### src/rtl/pipe_pkg.sv
// Shared definitions for the pipeline skid register: state encoding, default
// EX/MEM bundle widths and control-bit positions.
package pipe_pkg;

  localparam int CTRL_W_EXMEM = 3;
  localparam int DATA_W_EXMEM = 69;

  localparam int CTRL_REGWRITE = 0;
  localparam int CTRL_M2REG    = 1;
  localparam int CTRL_MEMWRITE = 2;

  // Encoding is {main_valid, skid_valid}; 2'b01 is unreachable.
  typedef enum logic [1:0] {
    ST_EMPTY = 2'b00,
    ST_ONE   = 2'b10,
    ST_FULL  = 2'b11
  } pipe_state_e;

endpackage

### src/rtl/pipe_sat_counter.sv
// Up-counter with enable that sticks at all-ones; asynchronous active-low clear.
module pipe_sat_counter #(
  parameter int W = 16
) (
  input  logic         i_clk,
  input  logic         i_clrn,
  input  logic         i_en,
  output logic [W-1:0] o_count
);

  logic [W-1:0] r_count;

  always_ff @(posedge i_clk or negedge i_clrn) begin
    if (!i_clrn) begin
      r_count <= '0;
    end else if (i_en && (r_count != {W{1'b1}})) begin
      r_count <= r_count + W'(1);
    end
  end

  assign o_count = r_count;

endmodule

### src/rtl/pipe_skid_reg.sv
// Inter-stage pipeline register with valid/ready handshake, two-entry skid
// buffer, synchronous flush and a saturating stall-cycle counter.
module pipe_skid_reg
  import pipe_pkg::*;
#(
  parameter int CTRL_W = CTRL_W_EXMEM,
  parameter int DATA_W = DATA_W_EXMEM,
  parameter int CNT_W  = 16
) (
  input  logic              clk,
  input  logic              clrn,
  input  logic              flush,
  input  logic              in_valid,
  output logic              in_ready,
  input  logic [CTRL_W-1:0] in_ctrl,
  input  logic [DATA_W-1:0] in_data,
  output logic              out_valid,
  input  logic              out_ready,
  output logic [CTRL_W-1:0] out_ctrl,
  output logic [DATA_W-1:0] out_data,
  output logic [CNT_W-1:0]  stall_cnt
);

  // Handshake: a beat moves on a rising edge only when its valid and ready are
  // both high; valid must not depend on ready, and in_ready/out_valid come
  // straight from state flops so no combinational path crosses the block.

  pipe_state_e       r_state, w_state_nxt;
  logic [CTRL_W-1:0] r_main_ctrl, w_main_ctrl_nxt;
  logic [DATA_W-1:0] r_main_data, w_main_data_nxt;
  logic [CTRL_W-1:0] r_skid_ctrl, w_skid_ctrl_nxt;
  logic [DATA_W-1:0] r_skid_data, w_skid_data_nxt;

  logic w_accept;
  logic w_drain;

  assign out_valid = r_state[1];
  assign in_ready  = ~r_state[0];
  assign out_ctrl  = r_main_ctrl;
  assign out_data  = r_main_data;

  assign w_accept = in_valid & in_ready;
  assign w_drain  = out_valid & out_ready;

  always_ff @(posedge clk or negedge clrn) begin
    if (!clrn) begin
      r_state     <= ST_EMPTY;
      r_main_ctrl <= '0;
      r_main_data <= '0;
      r_skid_ctrl <= '0;
      r_skid_data <= '0;
    end else begin
      r_state     <= w_state_nxt;
      r_main_ctrl <= w_main_ctrl_nxt;
      r_main_data <= w_main_data_nxt;
      r_skid_ctrl <= w_skid_ctrl_nxt;
      r_skid_data <= w_skid_data_nxt;
    end
  end

  // Control is zeroed whenever a slot empties, so an empty main slot never
  // presents a live RegWrite/MemWrite.
  always_comb begin
    w_state_nxt     = r_state;
    w_main_ctrl_nxt = r_main_ctrl;
    w_main_data_nxt = r_main_data;
    w_skid_ctrl_nxt = r_skid_ctrl;
    w_skid_data_nxt = r_skid_data;
    if (flush) begin
      w_state_nxt     = ST_EMPTY;
      w_main_ctrl_nxt = '0;
      w_skid_ctrl_nxt = '0;
    end else begin
      case (r_state)
        ST_EMPTY: begin
          if (w_accept) begin
            w_main_ctrl_nxt = in_ctrl;
            w_main_data_nxt = in_data;
            w_state_nxt     = ST_ONE;
          end
        end
        ST_ONE: begin
          if (w_accept && w_drain) begin
            w_main_ctrl_nxt = in_ctrl;
            w_main_data_nxt = in_data;
          end else if (w_accept) begin
            w_skid_ctrl_nxt = in_ctrl;
            w_skid_data_nxt = in_data;
            w_state_nxt     = ST_FULL;
          end else if (w_drain) begin
            w_main_ctrl_nxt = '0;
            w_state_nxt     = ST_EMPTY;
          end
        end
        ST_FULL: begin
          if (w_drain) begin
            w_main_ctrl_nxt = r_skid_ctrl;
            w_main_data_nxt = r_skid_data;
            w_skid_ctrl_nxt = '0;
            w_state_nxt     = ST_ONE;
          end
        end
        default: begin
          w_main_ctrl_nxt = '0;
          w_skid_ctrl_nxt = '0;
          w_state_nxt     = ST_EMPTY;
        end
      endcase
    end
  end

  pipe_sat_counter #(
    .W (CNT_W)
  ) u_stall_cnt (
    .i_clk   (clk),
    .i_clrn  (clrn),
    .i_en    (out_valid & ~out_ready),
    .o_count (stall_cnt)
  );

endmodule
### config.mk
export PLATFORM = sky130hd
export DESIGN_NAME = pipe_skid_reg
export DESIGN_NICKNAME = d
export VERILOG_FILES = /design/src/rtl/pipe_pkg.sv /design/src/rtl/pipe_sat_counter.sv /design/src/rtl/pipe_skid_reg.sv
export SDC_FILE = /design/constraint.sdc
export NUM_CORES = 1
export LEC_CHECK = 0
export CAP_MARGIN = 30
export CORE_ASPECT_RATIO = 0.7
export CORE_MARGIN = 5
export CORE_UTILIZATION = 50
export CTS_BUF_LIST = sky130_fd_sc_hd__clkbuf_4 sky130_fd_sc_hd__clkbuf_8
export CTS_CLUSTER_DIAMETER = 100
export DETAILED_ROUTE_END_ITERATION = 6
export PLACE_DENSITY = 0.9
export SETUP_SLACK_MARGIN = 0.3
export SLEW_MARGIN = 5
export SYNTH_ARGS = -nofsm -noshare
export SYNTH_HDL_FRONTEND = slang
export SYNTH_HIERARCHICAL = 1
export SYNTH_SLANG_ARGS = --single-unit
### constraint.sdc
create_clock -name clk -period 2.9 [get_ports clk]
set_input_delay 0.29 -clock clk [delete_from_list [all_inputs] [get_ports clk]]
set_output_delay 0.29 -clock clk [all_outputs]
set_load 0.03 [all_outputs]
# After elaboration in Yosys (flattened, before gate mapping)
# Cells that the tools add are included.
# classes
add_sub_neg,1
n_eq_ne,14
muxes,21
n_bitwise,7
n_reduce_logical,9
# ops
cell,n
$mux W69,3
$pmux W69 S3,1
$mux W3,8
$pmux W3 S3,2
$add A16 B1 Y16 const B,1
$ne A16 B16 Y1 const B,1
$reduce_and A4 Y1,4
$mux W2,6
$ne A3 B3 Y1 const B,4
$ne A4 B4 Y1 const B,3
$ne A2 B2 Y1 const B,4
$pmux W2 S3,1
$reduce_and A5 Y1,1
$eq A2 B2 Y1 const B,2
$not A1 Y1,4
$and A1 B1 Y1,3
$reduce_bool A3 Y1,1
$logic_and A1 B1 Y1,2
$logic_not A2 Y1,1
# word_totals
ff_bits,162

# Depth between registers and ports, before layout
# Gate-level depths: netlist of the first run.
# depth
word_depth,6
depth_mapped,9

# Hierarchy
# The synthesis of the first run kept the hierarchy.
# by_module_without_submodules
module,instances,seq_area_each_um2,area_per_inst_um2,cells_per_inst
pipe_skid_reg,1,3653.5,6525.0,433
pipe_sat_counter,1,400.4,859.6,72

# Worst setup path after synthesis of the first run
# No wires, ideal clock.
# synth_path
path_type,register to register
start,register r_state[1]
end,"register r_main_data[0], in the netlist out_data[0]"
t_arrival_ns,2.095
stages_incl_launch_ff,7
t_required_ns,2.775
n_path_buf,3
setup_time_ns,0.125
setup_slack_ns,0.679
cell_sequence,dfrtp_1 ha_1 buf_2 buf_2 clkbuf_1 mux2_2 mux2_4
# synth_between
elab_chain_cells,4
word_cells_on_any_way,11
classes_between,5 x eq/ne; 1 x mux; 1 x bitwise; 4 x reduce/logical
# synth_lines
item,line_no,rtl
"start, declared",pipe_skid_reg.sv:28,"pipe_state_e r_state, w_state_nxt;"
"start signal, assigned",pipe_skid_reg.sv:53,r_state <= w_state_nxt;
$and A1 B1 Y1,pipe_skid_reg.sv:43,assign w_drain = out_valid & out_ready;
$logic_and A1 B1 Y1,pipe_skid_reg.sv:83,if (w_accept && w_drain) begin
$ne A2 B2 Y1 (no source line),--,
$reduce_and A5 Y1 (no source line),--,
"end signal, assigned",pipe_skid_reg.sv:55,r_main_data <= w_main_data_nxt;
"end, declared",pipe_skid_reg.sv:30,"logic [DATA_W-1:0] r_main_data, w_main_data_nxt;"
# Parallel ways exist; a longest one is shown, timed or not.
# A chain may end at the register's enable or synchronous reset.

# Worst setup path after layout of the first run
# layout_path
start,register r_state[0]
end,register r_skid_data[34]
# layout_between
elab_chain_cells,5
word_cells_on_any_way,6
classes_between,1 x eq/ne; 3 x bitwise; 2 x reduce/logical
# layout_lines
item,line_no,rtl
$not A1 Y1,pipe_skid_reg.sv:38,assign in_ready = ~r_state[0];
$and A1 B1 Y1,pipe_skid_reg.sv:42,assign w_accept = in_valid & in_ready;
$logic_and A1 B1 Y1,pipe_skid_reg.sv:83,
$not A1 Y1 (no source line),--,
$reduce_and A4 Y1 (no source line) (*),--,
"end signal, assigned",pipe_skid_reg.sv:57,r_skid_data <= w_skid_data_nxt;
"end, declared",pipe_skid_reg.sv:32,"logic [DATA_W-1:0] r_skid_data, w_skid_data_nxt;"
# Mark *: on every way between the ends. The rest lies on a longest branch, timed or not.

==> results.md, run 1 <==
* Outcome: finished clean
* Unique masters post-synth at 49
* Die area at 17340 um2
* Pwr Density at 1016 nW/um2
* Hold Crit Class: in -> async
* #FFs+latches synth at 162
* TNS Setup at 0 ns
* Mapped cell area at 7385 um2
* Final Net Count at 757
* Unrepaired setup endpoints after global routing: false
* Layout fillers at 1027
* Share of cells above drive strength 1 at 0.3779
* Final setup vio count at 0
* Max-cap check violation count at 0
* Top cell type's share of synthesized area at 0.5490
* Min Tclk post-route at 2.452 ns
* Most common cell in the synthesized netlist: mux2_2
* CP Class: reg -> reg
* Worst-path clk slew at 0.09 ns
* Actual slew at the worst max-slew pin at 0.7544 ns
* Commonest cells post-synth: mux2_2 (192), dfrtp_1 (162), buf_2 (15), a21oi_1 (11), mux2_4 (10)
* CTS buffer count at 17
* Initial antenna violation count at 0
* Fin Clk Skew at 0.01763 ns
* Synth warn at 6
* WHS at 0.4154 ns
* Die X at 155.3 um
* Area of the multi-input gates at 3223 um2
* Critical Path Start Type: flop
* Worst Setup End Kind: flop
* Skew-Pair Late Insertion Delay at 0.46 ns
* Final ANT Viol Nets at 0
* Total congestion overflow at 0
* Final Core Density at 0.6640
* Ys flop type: dfrtp_1
* Worst setup slack after layout at 0.4483 ns
* Vias in the first global route at 5315
* H-tree levels at 4
* Synth area leaders: dfrtp_1 (55%), mux2_2 (29%), mux2_4 (2.0%)
* 1st-iter DRT viols at 211
* Post-DR wirelength/cell at 19.42 um
* Worst setup path end: r_skid_data[34]
* Crit-path max FO at 40
* Worst-case reg-to-reg path depth at 7
* Synth-to-Final Area Change at 31.13%
* DRC violations left at 0
* Leakage power total at 4.056 nW
* Rel. slew slack at 0.4971
* Io pins at 167
* CTS sink cnt at 162
* Pins Over Slew Limit at 0
* Total chip power at 9.837 mW
* Share of the yosys chip area belonging to registers at 0.5490
* Drt via density at 5.530
* Die height at 111.7 um
* Max Clk Rate at 0.4079 GHz
* Setup Buffers After CTS at 0
* CP required at 3.24 ns
* WL final at 17150 um
* PortBufs at 166
* Cell type with the largest total area after synthesis: dfrtp_1
* Cell count after synthesis at 505
* Number of diodes at 0
* Period utilization at 0.8454
* All-layer global routing usage at 0.2016
* Pin count of the biggest net entering global routing at 81
* TritonCTS clock tree: yes
* R2r endpoint: r_skid_data[34]
* Setup WS pre-CTS at 0.3302 ns
* Sequential cell area at 4054 um2
* First-pass GRT wire length at 28040 um
* Hpwl dp at 11860 um
* Vias at 4883
* Initial Util at 0.5064
* Row count at 37
* WP data arrival at 2.79 ns
* Clock Tree Buf Depth at 2
* Critical R2R Launch: r_state[0]
* Ys async rst share at 1.000
* Mean Syn Cell Area at 14.62 um2
* Root Driver: clkbuf_8
* Final hold vios at 0
* Drt pass-1 iters at 4
* CP startpoint: r_state[0]
* Worst VDD drop at 0.6439 mV
* R2r setup slk at 0.45 ns
* Number of synthesized flops with an enable pin at 0
* Core ar. at 14580 um2
* Syn nets at 587
* Routability cong. at 0.8339
[report_power, final]
group / total [mW] / leakage, nW / internal (mW) / switching (mW)
logic: 4.32 / 1.90 / 2.16 / 2.16
clock network: 1.58 / 0.186 / 0.710 / 0.873
registers: 3.94 / 1.97 / 3.29 / 0.644
[worst min path at each step]
| stage | to | slack, ns |
|---|---|---|
| global placement | out_data[19] | 0.36 |
| finish | out_data[19] | 0.42 |
| detailed placement | out_data[19] | 0.38 |
| global route | r_skid_ctrl[2] | 0.43 |
| CTS | r_skid_ctrl[2] | 0.39 |
| floorplan | out_ctrl[0] | -0.006 |
[cells in the final DEF (no fill, tap or decap), types with 6 or more instances in the layout]
cell / n
mux2_4: 10
dfrtp_1: 162
clkbuf_8: 18
nand2_1: 9
clkdlybuf4s50_1: 165
a22o_1: 6
mux2_2: 192
nor2_1: 8
inv_1: 6
a21oi_1: 11
nand4_1: 8
mux2_1: 6
[layer usage]
metal,vias to the layer above,track usage,part of all wire
met2,169,0.3349,0.50
met5,-,0,0
met4,0,0.05423,0.011
met3,20,0.05245,0.057
met1,2504,0.2644,0.43
li1,2190,-,-
[timing repair]
action / in CTS / in global routing
endpoints found under the hold margin: 78 / 0
gates resized for setup: 0 / 1
setup endpoints to repair: 0 / 40
hold buffers: 1 / 0
[metrics by stage]
step,area [um2],std cells
floorplan,7385,505
global placement,9281,849
detailed placement,9281,849
CTS,9668,882
global route,9683,883
finish,9683,883
[registers in the layout, summed over array words and instances, names as in the netlist]
| signal | cells |
|---|---|
| r_skid_data | 69 |
| r_skid_ctrl | 3 |
| u_stall_cnt/o_count | 16 |
| out_data | 69 |
| out_ctrl | 3 |
| r_state | 2 |
[critical path, cell delays in order (launching register included)]
cell	delay, ns
dfrtp_1	0.47
inv_1	0.17
ha_1	0.36
inv_1	0.17
nor2_4	0.23
nand3_4	0.28
buf_12	0.31
mux2_2	0.31
[cells by family (layout without fill, tap and decap cells)]
kind of cell | after synthesis | in the layout | synth area share
AO/OA/AOI/OAI | 39 | 39 | 0.03863
XOR/XNOR | 7 | 7 | 0.008302
adder cells (fa/ha/maj) | 5 | 5 | 0.008472
buffers and inverters | 30 | 212 | 0.02033
flip-flops | 162 | 162 | 0.5490
multiplexers | 211 | 211 | 0.3263
AND/OR/NAND/NOR | 51 | 52 | 0.04897
[area by class of cell]
type	count	share of cell area
repair buffers	174	0.1821
multi-input cells	314	0.3329
flip-flops and latches	162	0.4187
inverters	6	0.002326
well taps	195	0.02520
clock inverters	14	0.01331
clock buffers	18	0.02558
Power figures use the tool's default switching activity.
==> run 2: changes to the inputs <==
==> constraint.sdc (replaced) <==
create_clock -name clk -period 2.45 [get_ports clk]
set_input_delay 0.245 -clock clk [delete_from_list [all_inputs] [get_ports clk]]
set_output_delay 0.245 -clock clk [all_outputs]
set_load 0.03 [all_outputs]
==> run 2 against run 1 <==
Non-clock buffer count rose by 2. Via count down 1.9%. Largest power group unchanged. Sequential power grew 18%. Largest cell class unchanged. Die area stayed put. First-iteration DRC count decreased by 1.4%. Utilization rose by 0.61 points. Global-route usage rose by 0.16 points. Combinational power up 19%.
==> results.md, run 2 (same netlist as run 1, synthesis figures left out) <==
* Sequential cell area at 4055 um2 (about the same)
* Worst Setup End Kind: flop
* Critical Path Start Type: flop
* Vias in the first global route at 5288 (-0.51%)
* Initial Util at 0.5064 (unchanged)
* Met2 GRT Util at 0.3337 (-0.001158)
* Routability cong. at 0.8230 (-1.3%)
* Pins Over Slew Limit at 0 (unchanged)
* Total congestion overflow at 0 (unchanged)
* Synth-to-Final Area Change at 32.33%
* Max stage delay on crit path at 0.47 ns (about the same)
* Fin Clk Skew at 0.01387 ns (-0.003761 ns)
* Pin count of the biggest net entering global routing at 69 (-15%)
* Most frequent cells in the layout: mux2_2 (192), clkdlybuf4s50_1 (165), dfrtp_1 (161), clkbuf_8 (18), a21oi_1 (11)
* WP data arrival at 2.33 ns (-0.46 ns)
* Clock Tree Buf Depth at 2 (unchanged)
* CP required at 2.78 ns (-0.46 ns)
* 1st-iter DRT viols at 208 (-1.4%)
* Rel. slew slack at 0.5689 (+0.07182)
* Row count at 37 (unchanged)
* Pwr Density at 1207 nW/um2 (+19%)
* Max Clk Rate at 0.4986 GHz (+22%)
* Final Net Count at 758 (+0.13%)
* Die height at 111.7 um (unchanged)
* Unrepaired setup endpoints after global routing: false
* WL final at 16890 um (-1.5%)
* First-pass GRT wire length at 28040 um (unchanged)
* TNS Setup at 0 ns (unchanged)
* Area of the multi-input gates at 3216 um2 (-0.23%)
* CP Class: reg -> reg
* Critical path, cell by cell: ha_4, a21oi_1, o21ai_4, buf_12, mux2_2
* All-layer global routing usage at 0.2032 (+0.001645)
* Drt pass-1 iters at 4 (unchanged)
* DRC violations left at 0 (unchanged)
* H-tree levels at 4 (unchanged)
* Number of diodes at 0 (unchanged)
* Worst path slowest cell: dfrtp_1
* Worst-path clk slew at 0.08 ns (about the same)
* Setup WS pre-CTS at 0.3247 ns (-0.005487 ns)
* Final Core Density at 0.6701 (+0.006092)
* Final cell count without fillers at 882 (-0.11%)
* Worst setup slack after layout at 0.4445 ns (-0.003771 ns)
* WHS at 0.3554 ns (-0.06003 ns)
* Io pins at 167 (unchanged)
* TritonCTS clock tree: yes
* Vias at 4789 (-1.9%)
* Skew-Pair Late Insertion Delay at 0.45 ns (about the same)
* Hold Crit Class: in -> async
* Placed cells at 851 (+0.24%)
* Core ar. at 14580 um2 (unchanged)
* Commonest non-fill, non-tap cell in the layout: mux2_2
* Die area at 17340 um2 (unchanged)
* Final ANT Viol Nets at 0 (unchanged)
* Initial antenna violation count at 0 (unchanged)
* Post-DR wirelength/cell at 19.15 um (-1.4%)
* Layout fillers at 1031 (+0.39%)
* Actual slew at the worst max-slew pin at 0.6467 ns (-0.1077 ns)
* Drt via density at 5.430 (-1.8%)
* Crit-path max FO at 37 (-7.5%)
* Root Driver: clkbuf_8
* CTS sink cnt at 162 (unchanged)
* Die X at 155.3 um (unchanged)
* CTS buffer count at 17 (unchanged)
* Period utilization at 0.8186 (-0.02685)
* PortBufs at 166 (unchanged)
* Met1 global-route usage at 0.2682 (+0.003821)
* Leakage power total at 4.096 nW (+1.0%)
* Hpwl dp at 11760 um (-0.83%)
* Max-cap check violation count at 0 (unchanged)
* Min Tclk post-route at 2.005 ns (-0.4462 ns)
* Outcome: finished clean
* M3 GR Usage at 0.05944 (+0.006993)
* Worst VDD drop at 1.064 mV (+65%)
* Final hold vios at 0 (unchanged)
* Most Crowded Layer GR: met2
* Final setup vio count at 0 (unchanged)
* Share of cells above drive strength 1 at 0.3785 (+0.0005501)
==> run 2: cell types whose count changed in the layout (fill, tap and decap cells not counted), sizes merged <==
cell / delta
clkinv: -3
inv: -3
bufinv: +2
buf: +2
clkinvlp: -1
clkbuf: +3
nand3: -1
==> run 2: layout make-up <==
cell class,count,share of cell area
flip-flops and latches,162,0.4150
multi-input cells,313,0.3291
repair buffers,176,0.1875
clock buffers,21,0.02766
well taps,195,0.02497
clock inverters,9,0.01357
inverters,6,0.002305
==> run 2: per-stage QoR <==
step / instance area [um2] / power [mW]
3_5_place_dp: 9346 / 9.819
6_report: 9772 / 11.79
3_3_place_gp: 9346 / 9.557
4_1_cts: 9759 / 11.89
2_1_floorplan: 7386 / 7.672
5_1_grt: 9772 / 12.41
==> run 2: critical path, delay by kind of cell (launching register included) <==
family / cells / cell delay (ns)
buffers and inverters: 1 / 0.26
AOI/OAI and AO/OA: 2 / 0.37
DFF: 1 / 0.47
muxes: 1 / 0.37
adders and majority gates: 1 / 0.38
==> run 2: worst paths after layout <==
path	startpoint	endpoint	slack [ns]	depth (start not counted)
min in group clk	in_ctrl[0]	r_skid_ctrl[0]	0.40	3
setup / recovery	r_state[0]	out_data[35]	0.44	5
hold reg to reg	r_skid_data[67]	r_skid_data[67]	0.49	1
setup reg to reg	r_state[0]	out_data[35]	0.44	5
hold / removal	clrn	r_skid_data[21]	0.36	2
max in group asynchronous	clrn	out_data[2]	1.38	3
==> run 2: timing repair <==
item                                    4_1_cts  5_1_grt
hold buffers                                  1        0
resized for setup                             0        3
endpoints found under the hold margin        66        0
buffers inserted                              0        0
endpoints found under the setup margin        0       75
==> run 2: per-layer routing <==
layer | part of all wire | up-vias | wire length, um
met5 | 0 | - | 0
met4 | 0.012 | 0 | 199
met2 | 0.49 | 139 | 8245
met1 | 0.44 | 2454 | 7512
met3 | 0.055 | 16 | 934
li1 | - | 2180 | -
==> run 2: report_power, final <==
group          leakage (nW)  total, mW  internal [mW]  switching [mW]
Sequential             1.97       4.64           3.90           0.738
Clock                 0.202       2.01           1.06           0.954
Combinational          1.93       5.14           2.59            2.55
==> run 3: changes to the inputs <==
--- a/config.mk
+++ b/config.mk
@@ -8,11 +8,11 @@
 export CAP_MARGIN = 30
 export CORE_ASPECT_RATIO = 0.7
 export CORE_MARGIN = 5
-export CORE_UTILIZATION = 50
+export CORE_UTILIZATION = 47
 export CTS_BUF_LIST = sky130_fd_sc_hd__clkbuf_4 sky130_fd_sc_hd__clkbuf_8
 export CTS_CLUSTER_DIAMETER = 100
 export DETAILED_ROUTE_END_ITERATION = 6
-export PLACE_DENSITY = 0.9
+export PLACE_DENSITY = 0.88
 export SETUP_SLACK_MARGIN = 0.3
 export SLEW_MARGIN = 5
 export SYNTH_ARGS = -nofsm -noshare
==> constraint.sdc (replaced) <==
create_clock -name clk -period 1.6 [get_ports clk]
set_input_delay 0.16 -clock clk [delete_from_list [all_inputs] [get_ports clk]]
set_output_delay 0.16 -clock clk [all_outputs]
set_load 0.03 [all_outputs]
==> run 3 against run 2 <==
The run now ends with setup timing left. Count of clock-buffer cells in the layout is 1 higher. First-iteration DRC count is 27% higher. Clock power is 62% higher. Via count is 11% higher. Fmax is 7.9% higher. Design area is 7.2% higher. Power is 59% higher. Critical path depth is 3 higher. Routed wire length is 22% higher. Global-route usage is 0.068 points lower. Critical endpoint is now r_skid_data[18].
==> results.md, run 3 (same netlist as run 1, synthesis figures left out) <==
* Outcome: finished, violations left
* Violated checks: setup timing
* Max stage delay on crit path at 0.45 ns (-0.02 ns)
* Die X at 159.8 um (+2.9%)
* Unrepaired setup endpoints after global routing: true
* Drt pass-1 iters at 4 (unchanged)
* Worst-path clk slew at 0.09 ns (about the same)
* Number of diodes at 0 (unchanged)
* Initial Util at 0.4779 (-0.02850)
* Worst Setup End Kind: flop
* Switching share of total power at 0.3801 (+0.02063)
* Min Tclk post-route at 1.859 ns (-0.1462 ns)
* All-layer global routing usage at 0.2025 (-0.0006807)
* Initial antenna violation count at 0 (unchanged)
* Clock Tree Buf Depth at 2 (unchanged)
* Row count at 38 (+2.7%)
* WP data arrival at 2.19 ns (-0.14 ns)
* Vias in the first global route at 5677 (+7.4%)
* Final Net Count at 832 (+9.8%)
* Total chip power at 18.73 mW (+59%)
* Core ar. at 15450 um2 (+6.0%)
* Pin count of the biggest net entering global routing at 46 (-33%)
* CTS sink cnt at 162 (unchanged)
* Actual slew at the worst max-slew pin at 0.4943 ns (-0.1524 ns)
* Crit-path max FO at 17 (-54%)
* H-tree levels at 4 (unchanged)
* Final hold vios at 0 (unchanged)
* Internal power at 11.61 mW (+54%)
* Most frequent cells in the layout: mux2_2 (192), dfrtp_1 (145), clkdlybuf4s50_1 (75), buf_4 (55), clkbuf_2 (50)
* Die height at 114.9 um (+2.9%)
* Hpwl dp at 12490 um (+6.3%)
* Hold Crit Class: in -> async
* DRC violations left at 0 (unchanged)
* Psw at 7.119 mW (+68%)
* Clock power frac at 0.173 (+0.002)
* CP most frequent cell: buf_4
* Critical Path Start Type: flop
* Period utilization at 1.162 (+0.3435)
* Combinational Power Share at 0.446 (+0.010)
* Total congestion overflow at 0 (unchanged)
* Delay-heaviest family, CP: buffers and inverters
* CP required at 1.93 ns (-0.85 ns)
* Flop pwr share at 0.381 (-0.012)
* Fin Clk Skew at 0.01428 ns (+0.0004073 ns)
* Share of cells above drive strength 1 at 0.6225 (+0.2441)
* Skew-Pair Late Insertion Delay at 0.46 ns (about the same)
* Commonest non-fill, non-tap cell in the layout: mux2_2
* PortBufs at 166 (unchanged)
* CP Class: reg -> reg
* Synth-to-Final Area Change at 41.82%
* Buf/Inv on CP at 5 (+4)
* Pins Over Slew Limit at 0 (unchanged)
* Io pins at 167 (unchanged)
* Worst path slowest cell: dfrtp_2
* Rel. slew slack at 0.6695 (+0.1006)
* 1st-iter DRT viols at 265 (+27%)
* Post-DR wirelength/cell at 21.46 um (+12%)
* Drt via density at 5.534 (+1.9%)
* First-pass GRT wire length at 29610 um (+5.6%)
* CTS buffer count at 17 (unchanged)
* WL final at 20660 um (+22%)
* Vias at 5329 (+11%)
* Leakage power total at 4.689 nW (+14%)
* Final setup vio count at 161 (+161)
* Pwr Density at 1788 nW/um2 (+48%)
* Critical path, cell by cell: buf_4, buf_4, buf_4, nor2b_4, nand3_4, buf_12, buf_12, mux2_2
* Max Clk Rate at 0.5378 GHz (+7.9%)
* TritonCTS clock tree: yes
* Die area at 18360 um2 (+5.9%)
* Root Driver: clkbuf_8
* Worst setup slack after layout at -0.2593 ns (-0.7038 ns)
* TNS Setup at -32.02 ns (-32.02 ns)
* Worst VDD drop at 0.9395 mV (-12%)
* Routability cong. at 0.9109 (+11%)
* Final ANT Viol Nets at 0 (unchanged)
* Max-cap check violation count at 0 (unchanged)
## run 3: changes by cell type in the layout (fill, tap and decap cells not counted), moves of 21 or more
cell / change
clkdlybuf4s50_1: -90
buf_4: +54
clkbuf_2: +50
buf_2: +24
buf_6: +21
## run 3: stage by stage
step	utilization	hold WS [ns]	area, um2	std cells	setup slack (ns)
3_3_place_gp	0.6280	0.1208	9704	881	-0.2398
4_1_cts	0.6596	0.1835	10190	926	-0.2211
3_5_place_dp	0.6280	0.1273	9704	881	-0.3356
6_report	0.6777	0.2088	10470	963	-0.2593
5_1_grt	0.6777	0.2057	10470	963	-0.3234
2_1_floorplan	-	-0.1356	7620	505	-0.2890
## run 3: path summary, 6_finish.rpt
| kind | startpoint | to | slack, ns | depth (start not counted) |
|---|---|---|---|---|
| worst min-delay path | clrn | u_stall_cnt/o_count[5] | 0.21 | 2 |
| worst max-delay path | r_state[0] | r_skid_data[18] | -0.26 | 8 |
| worst min register to register | r_skid_data[54] | r_skid_data[54] | 0.51 | 1 |
| min in group clk | in_ctrl[2] | r_skid_ctrl[2] | 0.29 | 3 |
| max in group asynchronous | clrn | r_skid_data[56] | 0.77 | 3 |
| worst max register to register | r_state[0] | r_skid_data[18] | -0.26 | 8 |
## run 3: timing repair
action                                  CTS  global route
hold buffers                              1             0
endpoints found under the hold margin    69             0
buffers inserted                         10            29
pin swaps                                 5            19
gates cloned                              2             8
resized for setup                       223           142
endpoints found under the setup margin  252           230
## run 3: per-layer routing
layer  track usage  share of wire
met1        0.2544           0.42
met4       0.06304          0.020
met3       0.06055          0.059
met5             0              0
met2        0.3433           0.50
## run 3: layout make-up
class	instances	area, um2
clock buffers	22	284.0
clock inverters	10	148.9
fillers	1065	4980
inverters	6	32.53
multi-input cells	313	3431
flip-flops and latches	162	4075
well taps	200	250.2
repair buffers	250	2251
## run 3: power by group through the flow
stage                     clock [mW]  sequential (mW)  combinational, mW
final                           3.25             7.13               8.35
after detailed placement           0             7.18               8.31
after CTS                       3.33             7.11               8.24
after global placement             0             7.03               8.00
after floorplan                    0             8.83               3.19
after global routing            3.49             7.32               8.82
